`src/rtl/mem_arbiter_pkg.sv`:
```
// -----------------------------------------------------------------------------
// mem_arb_pkg
// Shared definitions for the memory arbiter: FSM state encoding, requester
// IDs used by the round-robin pointer, access length constants and the
// load-data byte mask helper.
// -----------------------------------------------------------------------------
package mem_arb_pkg;

    typedef enum logic [2:0] {
        S_IDLE    = 3'd0,
        S_BUSY_IF = 3'd1,
        S_BUSY_LD = 3'd2,
        S_BUSY_ST = 3'd3,
        S_DRAIN   = 3'd4
    } arb_state_t;

    typedef enum logic [1:0] {
        REQ_IF = 2'd0,
        REQ_LD = 2'd1,
        REQ_ST = 2'd2
    } req_id_t;

    localparam logic [3:0] LEN_BYTE  = 4'd1;
    localparam logic [3:0] LEN_HALF  = 4'd2;
    localparam logic [3:0] LEN_WORD  = 4'd4;
    localparam logic [3:0] LEN_DWORD = 4'd8;

    // Keep only the low 'len' bytes of a load; anything that is not a byte
    // or halfword access returns the full word.
    function automatic logic [31:0] mask_load(input logic [31:0] data,
                                              input logic [3:0]  len);
        logic [31:0] res;
        case (len)
            LEN_BYTE: res = {24'd0, data[7:0]};
            LEN_HALF: res = {16'd0, data[15:0]};
            default:  res = data;
        endcase
        return res;
    endfunction

endpackage

```
`src/rtl/mem_arbiter_if.sv`:
```
// -----------------------------------------------------------------------------
// mem_arbiter_if
// Bundles the three requester ports (fetch, load, store) and the single
// downstream memory-controller command port.
//
// Handshake: a requester raises x_req with stable fields and holds it until
// it sees x_done (a one-cycle pulse). The arbiter raises mc_req with stable
// mc_* fields and holds them until it samples mc_done=1; mc_done is only
// meaningful while mc_req is high.
//
// Modports: slave = arbiter side, master = requesters + memory controller.
// -----------------------------------------------------------------------------
interface mem_arbiter_if;
    logic        if_req;
    logic [31:0] if_a;
    logic [63:0] if_data;
    logic        if_done;

    logic        ld_req;
    logic [2:0]  ld_len;
    logic [31:0] ld_a;
    logic [31:0] ld_data;
    logic        ld_done;

    logic        st_req;
    logic [2:0]  st_len;
    logic [31:0] st_a;
    logic [31:0] st_din;
    logic        st_done;

    logic        mc_req;
    logic        mc_wr;
    logic [3:0]  mc_len;
    logic [31:0] mc_a;
    logic [31:0] mc_din;
    logic [63:0] mc_dout;
    logic        mc_done;

    modport slave (
        input  if_req, if_a, ld_req, ld_len, ld_a,
               st_req, st_len, st_a, st_din, mc_dout, mc_done,
        output if_data, if_done, ld_data, ld_done, st_done,
               mc_req, mc_wr, mc_len, mc_a, mc_din
    );

    modport master (
        output if_req, if_a, ld_req, ld_len, ld_a,
               st_req, st_len, st_a, st_din, mc_dout, mc_done,
        input  if_data, if_done, ld_data, ld_done, st_done,
               mc_req, mc_wr, mc_len, mc_a, mc_din
    );
endinterface

```
`src/rtl/mem_arbiter_rr_pick3.sv`:
```
// -----------------------------------------------------------------------------
// rr_pick3
// Combinational 3-way round-robin picker. Search order starts at the
// requester after i_last (IF -> LD -> ST -> IF).
// Ports: i_elig  eligible mask (bit0 IF, bit1 LD, bit2 ST)
//        i_last  last granted requester
//        o_grant one-hot grant, all zero if nobody is eligible
// -----------------------------------------------------------------------------
module rr_pick3
    import mem_arb_pkg::*;
(
    input  logic [2:0] i_elig,
    input  req_id_t    i_last,
    output logic [2:0] o_grant
);

    always_comb begin
        o_grant = 3'b000;
        case (i_last)
            REQ_IF: begin
                if      (i_elig[1]) o_grant = 3'b010;
                else if (i_elig[2]) o_grant = 3'b100;
                else if (i_elig[0]) o_grant = 3'b001;
            end
            REQ_LD: begin
                if      (i_elig[2]) o_grant = 3'b100;
                else if (i_elig[0]) o_grant = 3'b001;
                else if (i_elig[1]) o_grant = 3'b010;
            end
            default: begin
                if      (i_elig[0]) o_grant = 3'b001;
                else if (i_elig[1]) o_grant = 3'b010;
                else if (i_elig[2]) o_grant = 3'b100;
            end
        endcase
    end

endmodule

```
`src/rtl/mem_arbiter.sv`:
```
// -----------------------------------------------------------------------------
// mem_arbiter
// Arbitrates instruction fetch, load and store requesters onto one
// downstream memory-controller command port, one command at a time.
// Ports: clk_in, rst_n_in (async, active low), rdy_in (global stall),
//        flush_in (cancels fetch/load), bus (mem_arbiter_if.slave),
//        o_dbg_state / o_dbg_last_grant (FSM state and RR pointer).
// -----------------------------------------------------------------------------
module mem_arbiter
    import mem_arb_pkg::*;
#(
    parameter logic [3:0] IF_LEN = LEN_DWORD
) (
    input  logic               clk_in,
    input  logic               rst_n_in,
    input  logic               rdy_in,
    input  logic               flush_in,
    mem_arbiter_if.slave       bus,
    output arb_state_t         o_dbg_state,
    output req_id_t            o_dbg_last_grant
);

    arb_state_t  r_state,   w_state_n;
    req_id_t     r_last,    w_last_n;
    logic        r_mc_req,  w_mc_req_n;
    logic        r_mc_wr,   w_mc_wr_n;
    logic [3:0]  r_mc_len,  w_mc_len_n;
    logic [31:0] r_mc_a,    w_mc_a_n;
    logic [31:0] r_mc_din,  w_mc_din_n;
    logic        r_if_done, w_if_done_n;
    logic        r_ld_done, w_ld_done_n;
    logic        r_st_done, w_st_done_n;
    logic [63:0] r_if_data, w_if_data_n;
    logic [31:0] r_ld_data, w_ld_data_n;

    logic [2:0]  w_elig;
    logic [2:0]  w_grant;
    logic        w_mc_fin;

    // A requester whose done pulse is currently showing is still holding
    // req high; masking it here stops it being granted a second time.
    assign w_elig = {bus.st_req & ~r_st_done,
                     bus.ld_req & ~r_ld_done & ~flush_in,
                     bus.if_req & ~r_if_done & ~flush_in};

    // mc_done only counts while a command is outstanding.
    assign w_mc_fin = r_mc_req & bus.mc_done;

    rr_pick3 u_pick (
        .i_elig  (w_elig),
        .i_last  (r_last),
        .o_grant (w_grant)
    );

    always_comb begin
        w_state_n   = r_state;
        w_last_n    = r_last;
        w_mc_req_n  = r_mc_req;
        w_mc_wr_n   = r_mc_wr;
        w_mc_len_n  = r_mc_len;
        w_mc_a_n    = r_mc_a;
        w_mc_din_n  = r_mc_din;
        w_if_done_n = 1'b0;
        w_ld_done_n = 1'b0;
        w_st_done_n = 1'b0;
        w_if_data_n = r_if_data;
        w_ld_data_n = r_ld_data;

        case (r_state)
            S_IDLE: begin
                if (w_grant[0]) begin
                    w_state_n  = S_BUSY_IF;
                    w_last_n   = REQ_IF;
                    w_mc_req_n = 1'b1;
                    w_mc_wr_n  = 1'b0;
                    w_mc_len_n = IF_LEN;
                    w_mc_a_n   = bus.if_a;
                    w_mc_din_n = '0;
                end else if (w_grant[1]) begin
                    w_state_n  = S_BUSY_LD;
                    w_last_n   = REQ_LD;
                    w_mc_req_n = 1'b1;
                    w_mc_wr_n  = 1'b0;
                    w_mc_len_n = {1'b0, bus.ld_len};
                    w_mc_a_n   = bus.ld_a;
                    w_mc_din_n = '0;
                end else if (w_grant[2]) begin
                    w_state_n  = S_BUSY_ST;
                    w_last_n   = REQ_ST;
                    w_mc_req_n = 1'b1;
                    w_mc_wr_n  = 1'b1;
                    w_mc_len_n = {1'b0, bus.st_len};
                    w_mc_a_n   = bus.st_a;
                    w_mc_din_n = bus.st_din;
                end
            end
            S_BUSY_IF: begin
                // A flush coinciding with mc_done still cancels the result.
                if (flush_in) begin
                    w_state_n = w_mc_fin ? S_IDLE : S_DRAIN;
                    if (w_mc_fin) w_mc_req_n = 1'b0;
                end else if (w_mc_fin) begin
                    w_state_n   = S_IDLE;
                    w_mc_req_n  = 1'b0;
                    w_if_done_n = 1'b1;
                    w_if_data_n = bus.mc_dout;
                end
            end
            S_BUSY_LD: begin
                if (flush_in) begin
                    w_state_n = w_mc_fin ? S_IDLE : S_DRAIN;
                    if (w_mc_fin) w_mc_req_n = 1'b0;
                end else if (w_mc_fin) begin
                    w_state_n   = S_IDLE;
                    w_mc_req_n  = 1'b0;
                    w_ld_done_n = 1'b1;
                    w_ld_data_n = mask_load(bus.mc_dout[31:0], r_mc_len);
                end
            end
            S_BUSY_ST: begin
                if (w_mc_fin) begin
                    w_state_n   = S_IDLE;
                    w_mc_req_n  = 1'b0;
                    w_st_done_n = 1'b1;
                end
            end
            S_DRAIN: begin
                if (w_mc_fin) begin
                    w_state_n  = S_IDLE;
                    w_mc_req_n = 1'b0;
                end
            end
            default: w_state_n = S_IDLE;
        endcase
    end

    // rdy_in low freezes every register, including the done pulses.
    always_ff @(posedge clk_in or negedge rst_n_in) begin
        if (!rst_n_in) begin
            r_state   <= S_IDLE;
            r_last    <= REQ_ST;
            r_mc_req  <= 1'b0;
            r_mc_wr   <= 1'b0;
            r_mc_len  <= '0;
            r_mc_a    <= '0;
            r_mc_din  <= '0;
            r_if_done <= 1'b0;
            r_ld_done <= 1'b0;
            r_st_done <= 1'b0;
            r_if_data <= '0;
            r_ld_data <= '0;
        end else if (rdy_in) begin
            r_state   <= w_state_n;
            r_last    <= w_last_n;
            r_mc_req  <= w_mc_req_n;
            r_mc_wr   <= w_mc_wr_n;
            r_mc_len  <= w_mc_len_n;
            r_mc_a    <= w_mc_a_n;
            r_mc_din  <= w_mc_din_n;
            r_if_done <= w_if_done_n;
            r_ld_done <= w_ld_done_n;
            r_st_done <= w_st_done_n;
            r_if_data <= w_if_data_n;
            r_ld_data <= w_ld_data_n;
        end
    end

    assign bus.mc_req  = r_mc_req;
    assign bus.mc_wr   = r_mc_wr;
    assign bus.mc_len  = r_mc_len;
    assign bus.mc_a    = r_mc_a;
    assign bus.mc_din  = r_mc_din;
    assign bus.if_done = r_if_done;
    assign bus.ld_done = r_ld_done;
    assign bus.st_done = r_st_done;
    assign bus.if_data = r_if_data;
    assign bus.ld_data = r_ld_data;

    assign o_dbg_state      = r_state;
    assign o_dbg_last_grant = r_last;

endmodule
```
`src/flat_wrapper.sv`:
```
// flat-port wrapper written by rule: the top's interface ports become plain ports
module mem_arbiter_flat import mem_arb_pkg::*;
#(
    parameter logic [3:0] IF_LEN = LEN_DWORD
)
  (clk_in, rst_n_in, rdy_in, flush_in, o_dbg_state, o_dbg_last_grant, bus_if_req, bus_if_a, bus_ld_req, bus_ld_len, bus_ld_a, bus_st_req, bus_st_len, bus_st_a, bus_st_din, bus_mc_dout, bus_mc_done, bus_if_data, bus_if_done, bus_ld_data, bus_ld_done, bus_st_done, bus_mc_req, bus_mc_wr, bus_mc_len, bus_mc_a, bus_mc_din);
  mem_arbiter_if bus_i ();
  input  logic clk_in;
  input  logic rst_n_in;
  input  logic rdy_in;
  input  logic flush_in;
  output arb_state_t o_dbg_state;
  output req_id_t o_dbg_last_grant;
  input wire logic [$bits(bus_i.if_req)-1:0] bus_if_req;
  input wire logic [$bits(bus_i.if_a)-1:0] bus_if_a;
  input wire logic [$bits(bus_i.ld_req)-1:0] bus_ld_req;
  input wire logic [$bits(bus_i.ld_len)-1:0] bus_ld_len;
  input wire logic [$bits(bus_i.ld_a)-1:0] bus_ld_a;
  input wire logic [$bits(bus_i.st_req)-1:0] bus_st_req;
  input wire logic [$bits(bus_i.st_len)-1:0] bus_st_len;
  input wire logic [$bits(bus_i.st_a)-1:0] bus_st_a;
  input wire logic [$bits(bus_i.st_din)-1:0] bus_st_din;
  input wire logic [$bits(bus_i.mc_dout)-1:0] bus_mc_dout;
  input wire logic [$bits(bus_i.mc_done)-1:0] bus_mc_done;
  output wire logic [$bits(bus_i.if_data)-1:0] bus_if_data;
  output wire logic [$bits(bus_i.if_done)-1:0] bus_if_done;
  output wire logic [$bits(bus_i.ld_data)-1:0] bus_ld_data;
  output wire logic [$bits(bus_i.ld_done)-1:0] bus_ld_done;
  output wire logic [$bits(bus_i.st_done)-1:0] bus_st_done;
  output wire logic [$bits(bus_i.mc_req)-1:0] bus_mc_req;
  output wire logic [$bits(bus_i.mc_wr)-1:0] bus_mc_wr;
  output wire logic [$bits(bus_i.mc_len)-1:0] bus_mc_len;
  output wire logic [$bits(bus_i.mc_a)-1:0] bus_mc_a;
  output wire logic [$bits(bus_i.mc_din)-1:0] bus_mc_din;
  assign bus_i.if_req = bus_if_req;
  assign bus_i.if_a = bus_if_a;
  assign bus_i.ld_req = bus_ld_req;
  assign bus_i.ld_len = bus_ld_len;
  assign bus_i.ld_a = bus_ld_a;
  assign bus_i.st_req = bus_st_req;
  assign bus_i.st_len = bus_st_len;
  assign bus_i.st_a = bus_st_a;
  assign bus_i.st_din = bus_st_din;
  assign bus_i.mc_dout = bus_mc_dout;
  assign bus_i.mc_done = bus_mc_done;
  assign bus_if_data = bus_i.if_data;
  assign bus_if_done = bus_i.if_done;
  assign bus_ld_data = bus_i.ld_data;
  assign bus_ld_done = bus_i.ld_done;
  assign bus_st_done = bus_i.st_done;
  assign bus_mc_req = bus_i.mc_req;
  assign bus_mc_wr = bus_i.mc_wr;
  assign bus_mc_len = bus_i.mc_len;
  assign bus_mc_a = bus_i.mc_a;
  assign bus_mc_din = bus_i.mc_din;
  mem_arbiter #(.IF_LEN(IF_LEN)) u_core (.clk_in(clk_in), .rst_n_in(rst_n_in), .rdy_in(rdy_in), .flush_in(flush_in), .bus(bus_i), .o_dbg_state(o_dbg_state), .o_dbg_last_grant(o_dbg_last_grant));
endmodule
```
`config.mk`:
```
export PLATFORM = sky130hd
export DESIGN_NAME = mem_arbiter_flat
export DESIGN_NICKNAME = d
export VERILOG_FILES = /design/src/rtl/mem_arbiter_pkg.sv /design/src/rtl/mem_arbiter_if.sv /design/src/rtl/mem_arbiter_rr_pick3.sv /design/src/rtl/mem_arbiter.sv /design/src/flat_wrapper.sv
export SDC_FILE = /design/constraint.sdc
export NUM_CORES = 1
export LEC_CHECK = 0
export CORE_AREA = 2 2 149 151
export CTS_CLUSTER_DIAMETER = 50
export DETAILED_ROUTE_END_ITERATION = 10
export DIE_AREA = 0 0 151 153
export GPL_ROUTABILITY_DRIVEN = 0
export HOLD_SLACK_MARGIN = 0.03
export PLACE_DENSITY = 0.7
export SLEW_MARGIN = 25
export SYNTH_ARGS = -nofsm -noshare
export SYNTH_HDL_FRONTEND = slang
export SYNTH_SLANG_ARGS = --single-unit
export TNS_END_PERCENT = 30
```
`constraint.sdc`:
```
create_clock -name clk_in -period 2.87 [get_ports clk_in]
set_input_delay 0.287 -clock clk_in [delete_from_list [all_inputs] [get_ports clk_in]]
set_output_delay 0.287 -clock clk_in [all_outputs]
set_load 0.02 [all_outputs]
```
* Yosys cells after proc, flatten, opt, wreduce, memory -nomap -nowiden
Cells that the tools add are included.
** Cells by class
- Bitwise gates (word level) :: 10
- Eq/ne operators :: 9
- Reductions and logical operators :: 12
- Multiplexer cells :: 42
** Operator list (number)
- two-way mux 32 bit :: 6
- one-hot mux 32 bit (2 select lines) :: 1
- two-way mux 3 bit :: 12
- two-way mux 1 bit :: 12
- two-way mux 4 bit :: 3
- AND reduction 4 bit :: 3
- two-way mux 2 bit :: 5
- one-hot mux 3 bit (3 select lines) :: 1
- AND 1 bit :: 6
- equality test 3 x 2 -> 1 bit, second input constant :: 2
- one-hot mux 3 bit (2 select lines) :: 1
- equality test 4 x 1 -> 1 bit, second input constant :: 1
- equality test 4 x 2 -> 1 bit, second input constant :: 1
- inequality test 4 bit, second input constant :: 1
- inverter 1 bit :: 4
- OR reduction 2 bit :: 2
- OR reduction 4 bit :: 1
- equality test 3 x 1 -> 1 bit, second input constant :: 1
- equality test 3 bit, second input constant :: 1
- zero test 3 bit :: 1
- AND reduction 3 bit :: 1
- nonzero test 3 bit :: 1
- equality test 2 x 1 -> 1 bit, second input constant :: 1
- zero test 2 bit :: 1
- 4 further kinds :: 4
** Storage, ports and cells
- Output and inout bits :: 174
- Register bits after elaboration :: 174
- Input bits :: 206

* Longest topological paths before layout
Gate-level depths: netlist of the first run.
- Word-level depth :: 11
- Gate-level depth with buffers :: 8

* By module
Synthesis of the first run repeated with hierarchy kept, for this count alone.
** Second synthesis, totals
- Cells, all modules :: 577
- Area total of the unflattened synthesis :: 7654.8 um^2
** Modules (own cells, without submodules)
- mem_arbiter :: instances 1, cells each 570, area each 7603.5 um^2
- rr_pick3 :: instances 1, cells each 7, area each 51.3 um^2

* Least setup slack after synthesis of the first run
OpenSTA, ideal clock, no wires.
- Kind :: register to register
- Start point :: register u_core.r_state[1], in the netlist u_core.o_dbg_state[1]
- End point :: register u_core.r_if_data[14], in the netlist u_core.bus.if_data[14]
- Data required time :: 2.743 ns
- Arrival :: 1.842 ns
- Cell stages (with the launch flop) :: 6
- Setup time :: 0.127 ns
- Path slack :: 0.900 ns
- Period minus slack after synthesis :: 1.970 ns
- Path through :: dfrtp_1 -> or3b_1 -> nor4_4 -> buf_6 -> buf_6 -> mux2_1
** Between the ends
- Cells in the longest elaborated chain, start to end :: 2
** Ends and longest elaborated chain
- start, declared :: RTL line mem_arbiter.sv:23 : arb_state_t r_state, w_state_n;
- start signal, assigned :: RTL line mem_arbiter.sv:153 : r_state <= w_state_n;
- equality test 3 x 1 -> 1 bit :: RTL line mem_arbiter.sv:69 : case (r_state)
- AND reduction 4 bit (no source line)
- end signal, assigned :: RTL line mem_arbiter.sv:163 : r_if_data <= w_if_data_n;
- end, declared :: RTL line mem_arbiter.sv:33 : logic [63:0] r_if_data, w_if_data_n;
Every way passes these cells.
A chain may end at the register's enable or synchronous reset.

* Final worst setup path of the first run
- Start point :: register u_core.r_st_done, in the netlist u_core.bus.st_done
- End point :: register u_core.r_mc_a[26], in the netlist u_core.bus.mc_a[26]
** Between the ends
- Cells in the longest elaborated chain, start to end :: 8
** Ends and longest elaborated chain
- start, declared :: RTL line mem_arbiter.sv:32 : logic r_st_done, w_st_done_n;
- start signal, assigned :: RTL line mem_arbiter.sv:162 : r_st_done <= w_st_done_n;
- inverter 1 bit (*) :: RTL line mem_arbiter.sv:42 : assign w_elig = {bus.st_req & ~r_st_done,
- AND 1 bit (*) :: RTL line mem_arbiter.sv:42
- two-way mux 3 bit :: RTL line mem_arbiter_rr_pick3.sv:33 : else if (i_elig[2]) o_grant = 3'b100;
- two-way mux 3 bit :: RTL line mem_arbiter_rr_pick3.sv:32 : else if (i_elig[1]) o_grant = 3'b010;
- two-way mux 3 bit :: RTL line mem_arbiter_rr_pick3.sv:31 : if (i_elig[0]) o_grant = 3'b001;
- one-hot mux 3 bit (2 select lines) (*) :: RTL line mem_arbiter_rr_pick3.sv:19 : case (i_last)
- nonzero test 3 bit (no source line)
- AND reduction 3 bit (no source line)
- end signal, assigned :: RTL line mem_arbiter.sv:158 : r_mc_a <= w_mc_a_n;
- end, declared :: RTL line mem_arbiter.sv:28 : logic [31:0] r_mc_a, w_mc_a_n;
Mark *: on every way between the ends. The rest lies on a longest branch, timed or not.

==> summary.txt, run 1 <==
Timing
  – Hold Vio Cnt, Final: 0
  – Post-route minimum period: 2.22 ns
  – RSZ-0062 raised after global routing: no
  – Skew final: around 0.013 ns
  – Worst slew pin tran: 0.775 ns
  – Slew Viols, Final: 0
  – Fmax: about 0.45 GHz
  – Setup TNS: 0 ns
  – # setup viols final: 0
  – Period Utilization, post-route: 77.4%
  – Worst relative slew slack: between 40% and 50%

Yosys
  – Syn nets: 829
  – Syn_area_per_cell: 11.5 um2
  – Main flop type after synthesis: dfrtp_1
  – Synth Register Bits: between 150 and 200
  – Synthesis Warnings: 0
  – Yosys cell types: 43
  – Mapped Area: approximately 7200 um2
  – EDFF count, synth: 0
  – Gate Count Post-Synth: roughly 620
  – Ys async rst share: 100%
  – Register area share after synthesis: 60.6%

Pwr
  – Pwr Total: 12.0 mW
  – Highest ir drop seen on vdd: 412 uV
  – Leakage power total: 5.23 nW
  – PD cells: roughly 1000 nW/um2

Global route
  – Largest net degree at the start of global routing: 73
  – First-pass GRT wire length: approximately 35,000 um
  – Initial antenna violation count: 1
  – Vias in the first global route: 6,288
  – GRT Total Usage: 19.7%
  – Overflow after GRT: 0

Clock network
  – Clock sink count: 174
  – Clk slew on worst S/H paths: 0.08 ns
  – Clk buf depth: 2
  – Clk Latency, worst-skew pair: between 0.4 and 0.5 ns
  – CTS buffer count: 17
  – Post-CTS setup buffers: 0
  – TritonCTS clock tree: built
  – Root Driver: clkbuf_16
  – Htree depth: 4

Final layout
  – Layout cells sized above 1: 8.50%
  – # fillers: 1,912
  – NumNets Final: between 1,000 and 1,500
  – Area growth syn-to-layout: 66.6%

Routing
  – Routed vias: 6,200
  – Number of remaining DRC errors: 0
  – Routed WL per cell: around 18 um
  – First-pass DRT Iterations: 4
  – Post-Route WL: 23,200 um
  – Drt initial violations: 250
  – Antenna Nets Post-Route: 0
  – Via density: between 4 and 5

Setup path
  – Worst Path Max Fanout: 24
  – Worst path max stage delay: 0.65 ns
  – CP Launch Type: flip-flop
  – Data required time of the worst path: 3.22 ns
  – CP Class: flip-flop to flip-flop
  – Reg2reg setup slack: roughly 0.65 ns
  – R2R depth: 5
  – Crit path DAT: 2.58 ns
  – Crit-path slowest cell: a21oi_4
  – Most Frequent Cell on Critical Path: a21oi_1
  – Cell Chain, Critical Path: or3b_2 -> a21oi_4 -> buf_4 -> a21oi_1 -> a21oi_1
  – CP endpoint kind: flip-flop

Floorplan
  – Core Area: 21,500 um2
  – Placement Rows: 54
  – Initial core utilization: 33.5%
  – Chip Width: 151 um
  – Die ar.: 23,100 um2
  – Io pins: 380
  – Die Y: 153 um

Outcome
  – Status: completed

Placed design
  – DP HPWL: between 15,000 and 20,000 um
  – Port bufs: 379

Run
  – Max-Cap Viols: 0

Hold path
  – HP Class: primary input to flip-flop
  – Hold Path Stages: 3
[critical path: cells and delay by family (launching register included)]
family          cells  cell delay [ns]
flops               1             0.45
buf+inv             1             0.30
simple gates        1             0.52
compound gates      3             0.88
[layout by cell type, fill, tap and decap left out, drive strengths merged, types with 2 or more instances in the layout]
cell type and n:
a22o 18, nor3 4, clkinv 4, xor2 2
nor2b 2, clkbuf 18, dfrtp 173, buf 21
nor2 35, nor4 2, or3b 2, nand2 94
bufinv 2, clkdlybuf4s50 378, a32oi 3, nand3 33
inv 14, nand2b 2, a21o 2, o21ai 16
a22oi 32, mux2 72, a221o 2, o21a 2
a21oi 65
[cell usage after synthesis, types with 2 or more instances]
cell | number | share of area, %
nor2b_1 | 2 | 0.17
buf_4 | 5 | 0.52
clkbuf_1 | 11 | 0.57
mux2_1 | 49 | 7.7
nand3_1 | 33 | 2.3
inv_1 | 6 | 0.31
buf_6 | 6 | 0.94
a21oi_1 | 64 | 4.5
a221o_1 | 2 | 0.28
nor3_1 | 4 | 0.28
a21o_1 | 2 | 0.21
nor2_1 | 34 | 1.8
mux2_2 | 23 | 3.6
o21ai_0 | 15 | 1.0
dfrtp_1 | 173 | 60
a22oi_1 | 32 | 3.3
nand2_1 | 94 | 4.9
xor2_1 | 2 | 0.24
o21a_1 | 2 | 0.21
a22o_1 | 18 | 2.2
a32oi_1 | 3 | 0.37
nand2b_1 | 2 | 0.17
buf_2 | 21 | 1.5
[flip-flops by register name, indices dropped and copies added, names as in the netlist]
name,flops
u_core.bus.ld_done,1
u_core.bus.if_done,1
u_core.o_dbg_state,3
u_core.bus.mc_req,1
u_core.bus.st_done,1
u_core.bus.mc_len,4
u_core.bus.mc_a,32
u_core.bus.if_data,64
u_core.bus.ld_data,32
u_core.bus.mc_wr,1
u_core.bus.mc_din,32
u_core.o_dbg_last_grant,2
[kinds of logic (layout without fill, tap and decap cells)]
group                  after synthesis  in the layout  synth area share [%]
AND/OR/NAND/NOR                    180            180                  11.0
flip-flops                         174            174                  60.6
other                                0              1                     0
XOR/XNOR                             2              2                 0.244
buffers and inverters               49            438                  3.81
multiplexers                        72             72                  11.3
AO/OA/AOI/OAI                      146            146                  13.1
[layout make-up]
| class | count | area, um2 | area share (%) |
|---|---|---|---|
| timing repair buffer | 400 | 4030 | 33.6 |
| inverter | 6 | 22.5 | 0.188 |
| clock buffer | 18 | 439 | 3.67 |
| antenna | 1 | 2.50 | 0.0209 |
| clock inverter | 14 | 190 | 1.59 |
| multi-input combinational | 400 | 2590 | 21.6 |
| tap | 280 | 350 | 2.92 |
| sequential | 174 | 4360 | 36.4 |
[repair_timing]
item                                   in CTS  in global routing
gates resized for setup                     0                  0
endpoints found under the hold margin      69                  0
hold buffers                                1                  0
[stage by stage]
| stage | setup WS [ns] | std cells | area, um2 | utilization (%) | hold WS [ns] |
|---|---|---|---|---|---|
| 2_1_floorplan | 0.900 | 623 | 7190 | - | -0.00859 |
| 3_3_place_gp | 0.339 | 1259 | 11300 | 52.8 | 0.357 |
| 3_5_place_dp | 0.257 | 1259 | 11300 | 52.8 | 0.361 |
| 4_1_cts | 0.594 | 1292 | 12000 | 55.7 | 0.384 |
| 5_1_grt | 0.482 | 1293 | 12000 | 55.8 | 0.397 |
| 6_report | 0.649 | 1293 | 12000 | 55.8 | 0.404 |
[report_power, final]
part	internal (mW)	leakage, nW	switching (mW)
logic	2.68	2.71	2.79
clock network	1.36	0.309	1.11
registers	3.46	2.20	0.572
[metal layers]
metal | GRT usage, % | part of all wire, % | vias to the layer above | wire (um)
met5 | 0 | 0 | - | 0
met1 | 22.4 | 38 | 2965 | 8870
li1 | - | - | 2945 | -
met4 | 5.65 | 1.8 | 0 | 426
met2 | 34.4 | 51 | 267 | 11700
met3 | 7.16 | 9.3 | 23 | 2160
[path summary, 6_finish.rpt]
path	from	endpoint
max	u_core.bus.st_done	u_core.bus.mc_a[26]
min	bus_st_din[30]	u_core.bus.mc_din[30]
max reg2reg	u_core.bus.st_done	u_core.bus.mc_a[26]
min reg2reg	u_core.bus.mc_din[6]	u_core.bus.mc_din[6]
max in group asynchronous	rst_n_in	u_core.bus.if_data[46]
min in group asynchronous	rst_n_in	u_core.bus.if_data[33]
No activity file was read; power rests on OpenSTA's default activity.
==> run 2: changes to the inputs <==
Settings changed: PLACE_DENSITY 0.7 to 0.73.
Clock period 2.87 ns to 1.9 ns, I/O delays scaled along.
==> run 2 against run 1 <==
- first-iteration DRC count is 3.2% lower
- core utilization is 2.1 points higher
- count of clock-buffer cells in the layout down 1
- cell area grew 3.8%
- register-to-register slack got worse by 0.62 ns
- flip-flop and latch count is the same
- clock power up 42%
- global-route usage up 0.80 points
- sequential power is 51% higher
- highest routed layer unchanged
==> summary.txt, run 2 (synthesis results as in run 1) <==
Outcome
  – Status: completed

Pwr
  – Internal power: 11.4 mW
  – Highest ir drop seen on vdd: 690 uV
  – Leakage power total: 5.44 nW
  – Switching share of power: 38.0%
  – PD cells: 1480 nW/um2
  – Part of the power in registers: 33.0%
  – Comb power frac: 48.0%
  – Switching pwr: roughly 7 mW
  – Clock power share: a little under a fifth

Timing
  – Period Utilization, post-route: 98.4%
  – Hold slack: around 0.26 ns
  – Slew Viols, Final: 0
  – Hold Vio Cnt, Final: 0
  – Worst relative slew slack: 65.4%
  – # setup viols final: 0
  – RSZ-0062 raised after global routing: yes
  – Worst slew pin tran: 0.518 ns
  – Setup ws final: between 0.03 and 0.04 ns
  – Post-route minimum period: 1.87 ns
  – Skew final: 0.0141 ns
  – Fmax: 0.535 GHz
  – Setup TNS: 0 ns

Final layout
  – Most common cell after layout, fill and taps aside: clkdlybuf4s50_1
  – Max FFs per register: 64
  – Final non-filler cell total: 1,331
  – Area growth syn-to-layout: 73.0%
  – Multi-input gate area: 2640 um2
  – # fillers: ~1,800
  – NumNets Final: 1,242
  – Layout cells sized above 1: 12.8%
  – Register area: around 4400 um2
  – Most frequent cells in the layout: 377 x clkdlybuf4s50_1, 171 x dfrtp_1, 94 x nand2_1, 60 x a21oi_1, 49 x mux2_1

Clock network
  – CTS buffer count: 17
  – Clk buf depth: 2
  – TritonCTS clock tree: built
  – Clk Latency, worst-skew pair: 0.43 ns
  – Clock sink count: between 150 and 200
  – Clk slew on worst S/H paths: 0.08 ns
  – Htree depth: 4
  – Root Driver: clkbuf_16

Routing
  – First-pass DRT Iterations: 4
  – Post-Route WL: approximately 24,000 um
  – Routed WL per cell: 18.2 um
  – Number of remaining DRC errors: 0
  – Via density: 4.87
  – Antenna Nets Post-Route: 0
  – Drt initial violations: 242
  – Routed vias: between 6,000 and 7,000

Setup path
  – Worst Path Max Fanout: 5
  – Crit-path slowest cell: or3b_4
  – FF-to-FF End: u_core.bus.mc_a[2]
  – CP endpoint kind: flip-flop
  – Cell Chain, Critical Path: or3b_4 -> buf_6 -> nor2_4 -> buf_4 -> o21ai_2 -> a221o_1
  – CP Class: flip-flop to flip-flop
  – Crit path DAT: between 2 and 2.5 ns
  – Worst path max stage delay: between 0.4 and 0.5 ns
  – Buf/Inv on CP: 2
  – Data required time of the worst path: between 2 and 2.5 ns
  – Worst reg2reg startpoint: u_core.o_dbg_state[1]
  – Worst path top cell family by delay: simple AND/OR/NAND/NOR gates
  – R2R depth: 6
  – CP Launch Type: flip-flop
  – Reg2reg setup slack: 0.03 ns

Global route
  – GRT Total Usage: 20.5%
  – Initial antenna violation count: 2
  – Largest net degree at the start of global routing: 51
  – Overflow after GRT: 0
  – First-pass GRT wire length: 36,300 um
  – Vias in the first global route: 6,681

Floorplan
  – Core Area: 21,500 um2
  – Io pins: 380
  – Die Y: 153 um
  – Placement Rows: 54
  – Chip Width: 151 um
  – Initial core utilization: 33.5%
  – Die ar.: between 20,000 and 25,000 um2

Placed design
  – Placed Cells: around 1,300
  – DP Worst Slack: -0.304 ns
  – DP HPWL: 18,100 um
  – Port bufs: 379

Run
  – Max-Cap Viols: 0

Hold path
  – HP Class: primary input to async pin
-- run 2: changes by cell type in the layout (fill, tap and decap cells not counted), moves of 2 or more --
cell	previous run	this run
a21oi_1	63	60
a21oi_2	0	3
buf_12	6	13
buf_4	14	35
buf_6	1	6
bufinv_16	2	0
clkbuf_16	17	19
clkinv_8	2	5
dfrtp_1	173	171
dfrtp_2	0	2
nor2_1	34	30
nor2_2	1	4
-- run 2: metrics by stage --
step / cell area [um2] / utilization, % / power, mW
CTS: 12300 / 57.3 / 18.4
global route: 12400 / 57.9 / 19.4
detailed placement: 11700 / 54.2 / 14.8
global placement: 11700 / 54.2 / 14.7
floorplan: 7190 / - / 10.0
finish: 12400 / 57.9 / 18.4
-- run 2: layout make-up --
type	count	share of cell area (%)
clock buffer	17	3.42
sequential	174	35.0
tap	280	2.82
timing repair buffer	436	35.9
inverter	6	0.181
clock inverter	15	1.38
antenna	2	0.0402
multi-input combinational	401	21.3
-- run 2: timing repair --
item                                    4_1_cts  5_1_grt
pin swaps                                     1        1
gates resized for setup                       5       13
gates cloned                                  1        3
setup buffers                                 1        2
hold buffers                                  1        0
hold endpoints to repair                     41        0
endpoints found under the setup margin      105       59
-- run 2: how the worst max path moves through the flow --
stage / startpoint / end / slack [ns] / depth (start not counted)
floorplan: u_core.o_dbg_state[1] / u_core.bus.if_data[14] / 0.0003 / 5
global placement: rdy_in / u_core.bus.if_data[13] / -0.27 / 5
detailed placement: rdy_in / u_core.bus.mc_a[30] / -0.30 / 8
CTS: u_core.o_dbg_state[1] / u_core.bus.mc_a[7] / 0.02 / 7
global route: u_core.o_dbg_state[1] / u_core.bus.mc_a[2] / -0.02 / 6
finish: u_core.o_dbg_state[1] / u_core.bus.mc_a[2] / 0.03 / 6
-- run 2: power by group through the flow --
stage                     Sequential (mW)  Combinational [mW]  Clock (mW)
after floorplan                      7.96                2.08           0
after global placement               6.07                8.59           0
after detailed placement             6.13                8.72           0
after CTS                            6.08                8.75        3.60
after global routing                 6.27                9.42        3.74
final                                6.07                8.83        3.50
-- run 2: metal layers --
layer | GRT usage (%) | wire length (um) | part of all wire (%) | up-vias
met5 | 0 | 0 | 0 | -
met4 | 6.99 | 566 | 2.3 | 0
met3 | 6.39 | 2020 | 8.3 | 33
met2 | 36.8 | 12500 | 51 | 300
met1 | 22.7 | 9190 | 38 | 3119
li1 | - | - | - | 3033
==> run 3: changes to the inputs <==
Settings changed: CORE_AREA 2 2 149 151 to 2 2 146 148, CTS_CLUSTER_SIZE set to 10, DIE_AREA 0 0 151 153 to 0 0 148 150.
Clock period 1.9 ns to 1.85 ns, I/O delays scaled along.
==> run 3 against run 2 <==
- the run now ends with negative setup slack left
- sequential share of layout area is 0.35 points lower
- non-clock buffer count is 3 higher
- core utilization is 2.8 points higher
- register-to-register slack worse by 0.05 ns
- global-route usage is 0.55 points higher
- largest cell class unchanged
==> summary.txt, run 3 (synthesis results as in run 1) <==
Pwr
  – Internal power: 12.0 mW
  – Part of the power in registers: 32.6%
  – Comb power frac: 48.0%
  – Highest ir drop seen on vdd: roughly 640 uV
  – PD cells: 1520 nW/um2
  – Leakage power total: 5.51 nW
  – Clock power share: 19.4%
  – Switching share of power: 37.2%
  – Switching pwr: 7.09 mW

Timing
  – Post-route minimum period: about 1.9 ns
  – Period Utilization, post-route: 101%
  – Hold Vio Cnt, Final: 0
  – Skew final: 0.0127 ns
  – # setup viols final: 14
  – Worst relative slew slack: 64.7%
  – Slew Viols, Final: 0
  – RSZ-0062 raised after global routing: yes
  – Fmax: 0.535 GHz
  – Setup ws final: -0.0180 ns
  – Worst slew pin tran: 0.529 ns
  – Hold slack: 0.278 ns

Placed design
  – DP HPWL: 18,200 um
  – DP Area: between 10,000 and 15,000 um2
  – Port bufs: ~380

Final layout
  – Most common cell after layout, fill and taps aside: clkdlybuf4s50_1
  – Most frequent cells in the layout: 377 x clkdlybuf4s50_1, 171 x dfrtp_1, 94 x nand2_1, 60 x a21oi_1, 39 x mux2_1
  – Layout cells sized above 1: 14.1%
  – Area growth syn-to-layout: 74.7%
  – NumNets Final: 1,244
  – Max FFs per register: 64
  – Post-route cell area: 12,600 um2
  – Diodes inserted: 0

Clock network
  – Post-CTS setup buffers: 0
  – Htree depth: 4
  – TritonCTS clock tree: built
  – Clock sink count: 174
  – Clk Latency, worst-skew pair: 0.43 ns
  – Clk slew on worst S/H paths: approximately 0.07 ns
  – Root Driver: clkbuf_16
  – Clk buf depth: 2
  – CTS buffer count: 17

Routing
  – Number of remaining DRC errors: 0
  – Antenna Nets Post-Route: 0
  – Routed vias: roughly 6,600
  – Post-Route WL: 24,000 um
  – Drt initial violations: 343
  – Routed WL per cell: 18.1 um
  – Via density: 4.94
  – First-pass DRT Iterations: 5

Floorplan
  – Die Y: around 150 um
  – Die ar.: 22,200 um2
  – Core Area: 20,700 um2
  – Io pins: 380
  – Initial core utilization: 34.7%
  – Placement Rows: between 50 and 60
  – Chip Width: 148 um

Setup path
  – CP Launch Type: flip-flop
  – Worst Path Max Fanout: 14
  – Worst reg2reg startpoint: u_core.o_dbg_state[2]
  – Crit-path slowest cell: dfrtp_2
  – CP Class: flip-flop to flip-flop
  – R2R depth: 5
  – Reg2reg setup slack: -0.02 ns
  – Crit path DAT: 2.18 ns
  – CP endpoint kind: flip-flop
  – Most Frequent Cell on Critical Path: buf_12
  – Cell Chain, Critical Path: or3b_4 -> nor4_4 -> buf_12 -> buf_12 -> mux2_2
  – Data required time of the worst path: 2.16 ns
  – FF-to-FF End: u_core.bus.if_data[12]
  – Worst path max stage delay: 0.42 ns

Global route
  – Overflow after GRT: 0
  – Initial antenna violation count: 0
  – Largest net degree at the start of global routing: 50
  – GRT Total Usage: 21.0%
  – First-pass GRT wire length: 36,000 um
  – Vias in the first global route: between 6,000 and 7,000

Hold path
  – HP Class: primary input to async pin

Outcome
  – Status: complete, but fails checks
  – Failing checks: negative setup slack

Run
  – Max-Cap Viols: 0
## run 3: cell types whose count changed in the layout (fill, tap and decap cells not counted), sizes merged
cell	change
bufinv	+1
o21ai	-1
clkinv	-3
clkinvlp	+1
buf	+3
clkbuf	+1
diode	-2
## run 3: cell type report
type / instances / area (um2)
repair buffers: 439 / 4530
fillers: 1751 / 8130
flip-flops and latches: 174 / 4360
clock inverters: 14 / 169
multi-input cells: 400 / 2700
inverters: 6 / 22.5
clock buffers: 18 / 439
well taps: 275 / 344
## run 3: worst max-delay path by stage
stage	from	to	slack [ns]
finish	u_core.o_dbg_state[2]	u_core.bus.if_data[12]	-0.02
global route	u_core.o_dbg_state[2]	u_core.bus.if_data[35]	-0.05
CTS	u_core.o_dbg_state[1]	u_core.bus.if_data[39]	-0.008
detailed placement	rdy_in	u_core.bus.if_data[39]	-0.29
global placement	rdy_in	u_core.bus.mc_a[26]	-0.25
floorplan	u_core.o_dbg_state[2]	u_core.bus.if_data[14]	0.02
## run 3: routing by layer
| layer | part of all wire, % | wire [um] | track usage (%) | vias up |
|---|---|---|---|---|
| met5 | 0 | 0 | 0 | - |
| met4 | 3.0 | 730 | 8.71 | 0 |
| met3 | 7.6 | 1820 | 5.52 | 46 |
| met2 | 51 | 12300 | 36.4 | 313 |
| met1 | 38 | 9170 | 24.8 | 3162 |
| li1 | - | - | - | 3031 |
## run 3: timing repair
action,in CTS,in global routing
setup endpoints to repair,77,107
resized for setup,3,31
gates cloned,0,2
endpoints found under the hold margin,44,0
pin swaps,1,6
hold buffers,1,0
## run 3: power groups by stage
stage | sequential, mW | clock (mW) | combinational [mW]
6_report | 6.21 | 3.69 | 9.14
3_3_place_gp | 6.22 | 0 | 8.80
3_5_place_dp | 6.27 | 0 | 8.93
2_1_floorplan | 8.18 | 0 | 2.14
5_1_grt | 6.41 | 3.92 | 9.70
4_1_cts | 6.20 | 3.77 | 8.96
## run 3: per-stage QoR
stage / worst slack (ns) / cells / utilization, % / total power, mW / setup TNS (ns)
6_report: -0.0180 / 1326 / 60.7 / 19.0 / -0.107
5_1_grt: -0.0479 / 1326 / 60.7 / 20.0 / -1.15
4_1_cts: -0.00767 / 1324 / 59.9 / 18.9 / -0.0305
3_5_place_dp: -0.293 / 1291 / 56.9 / 15.2 / -37.14
3_3_place_gp: -0.252 / 1291 / 56.9 / 15.0 / -30.28
2_1_floorplan: 0.0192 / 623 / - / 10.3 / 0
## run 3: worst max-delay path, delay by kind of cell (launching register included)
kind,cells,cell delay (ns)
buffers and inverters,2,0.35
multiplexers,1,0.34
AND/OR/NAND/NOR,2,0.63
flip-flops,1,0.42
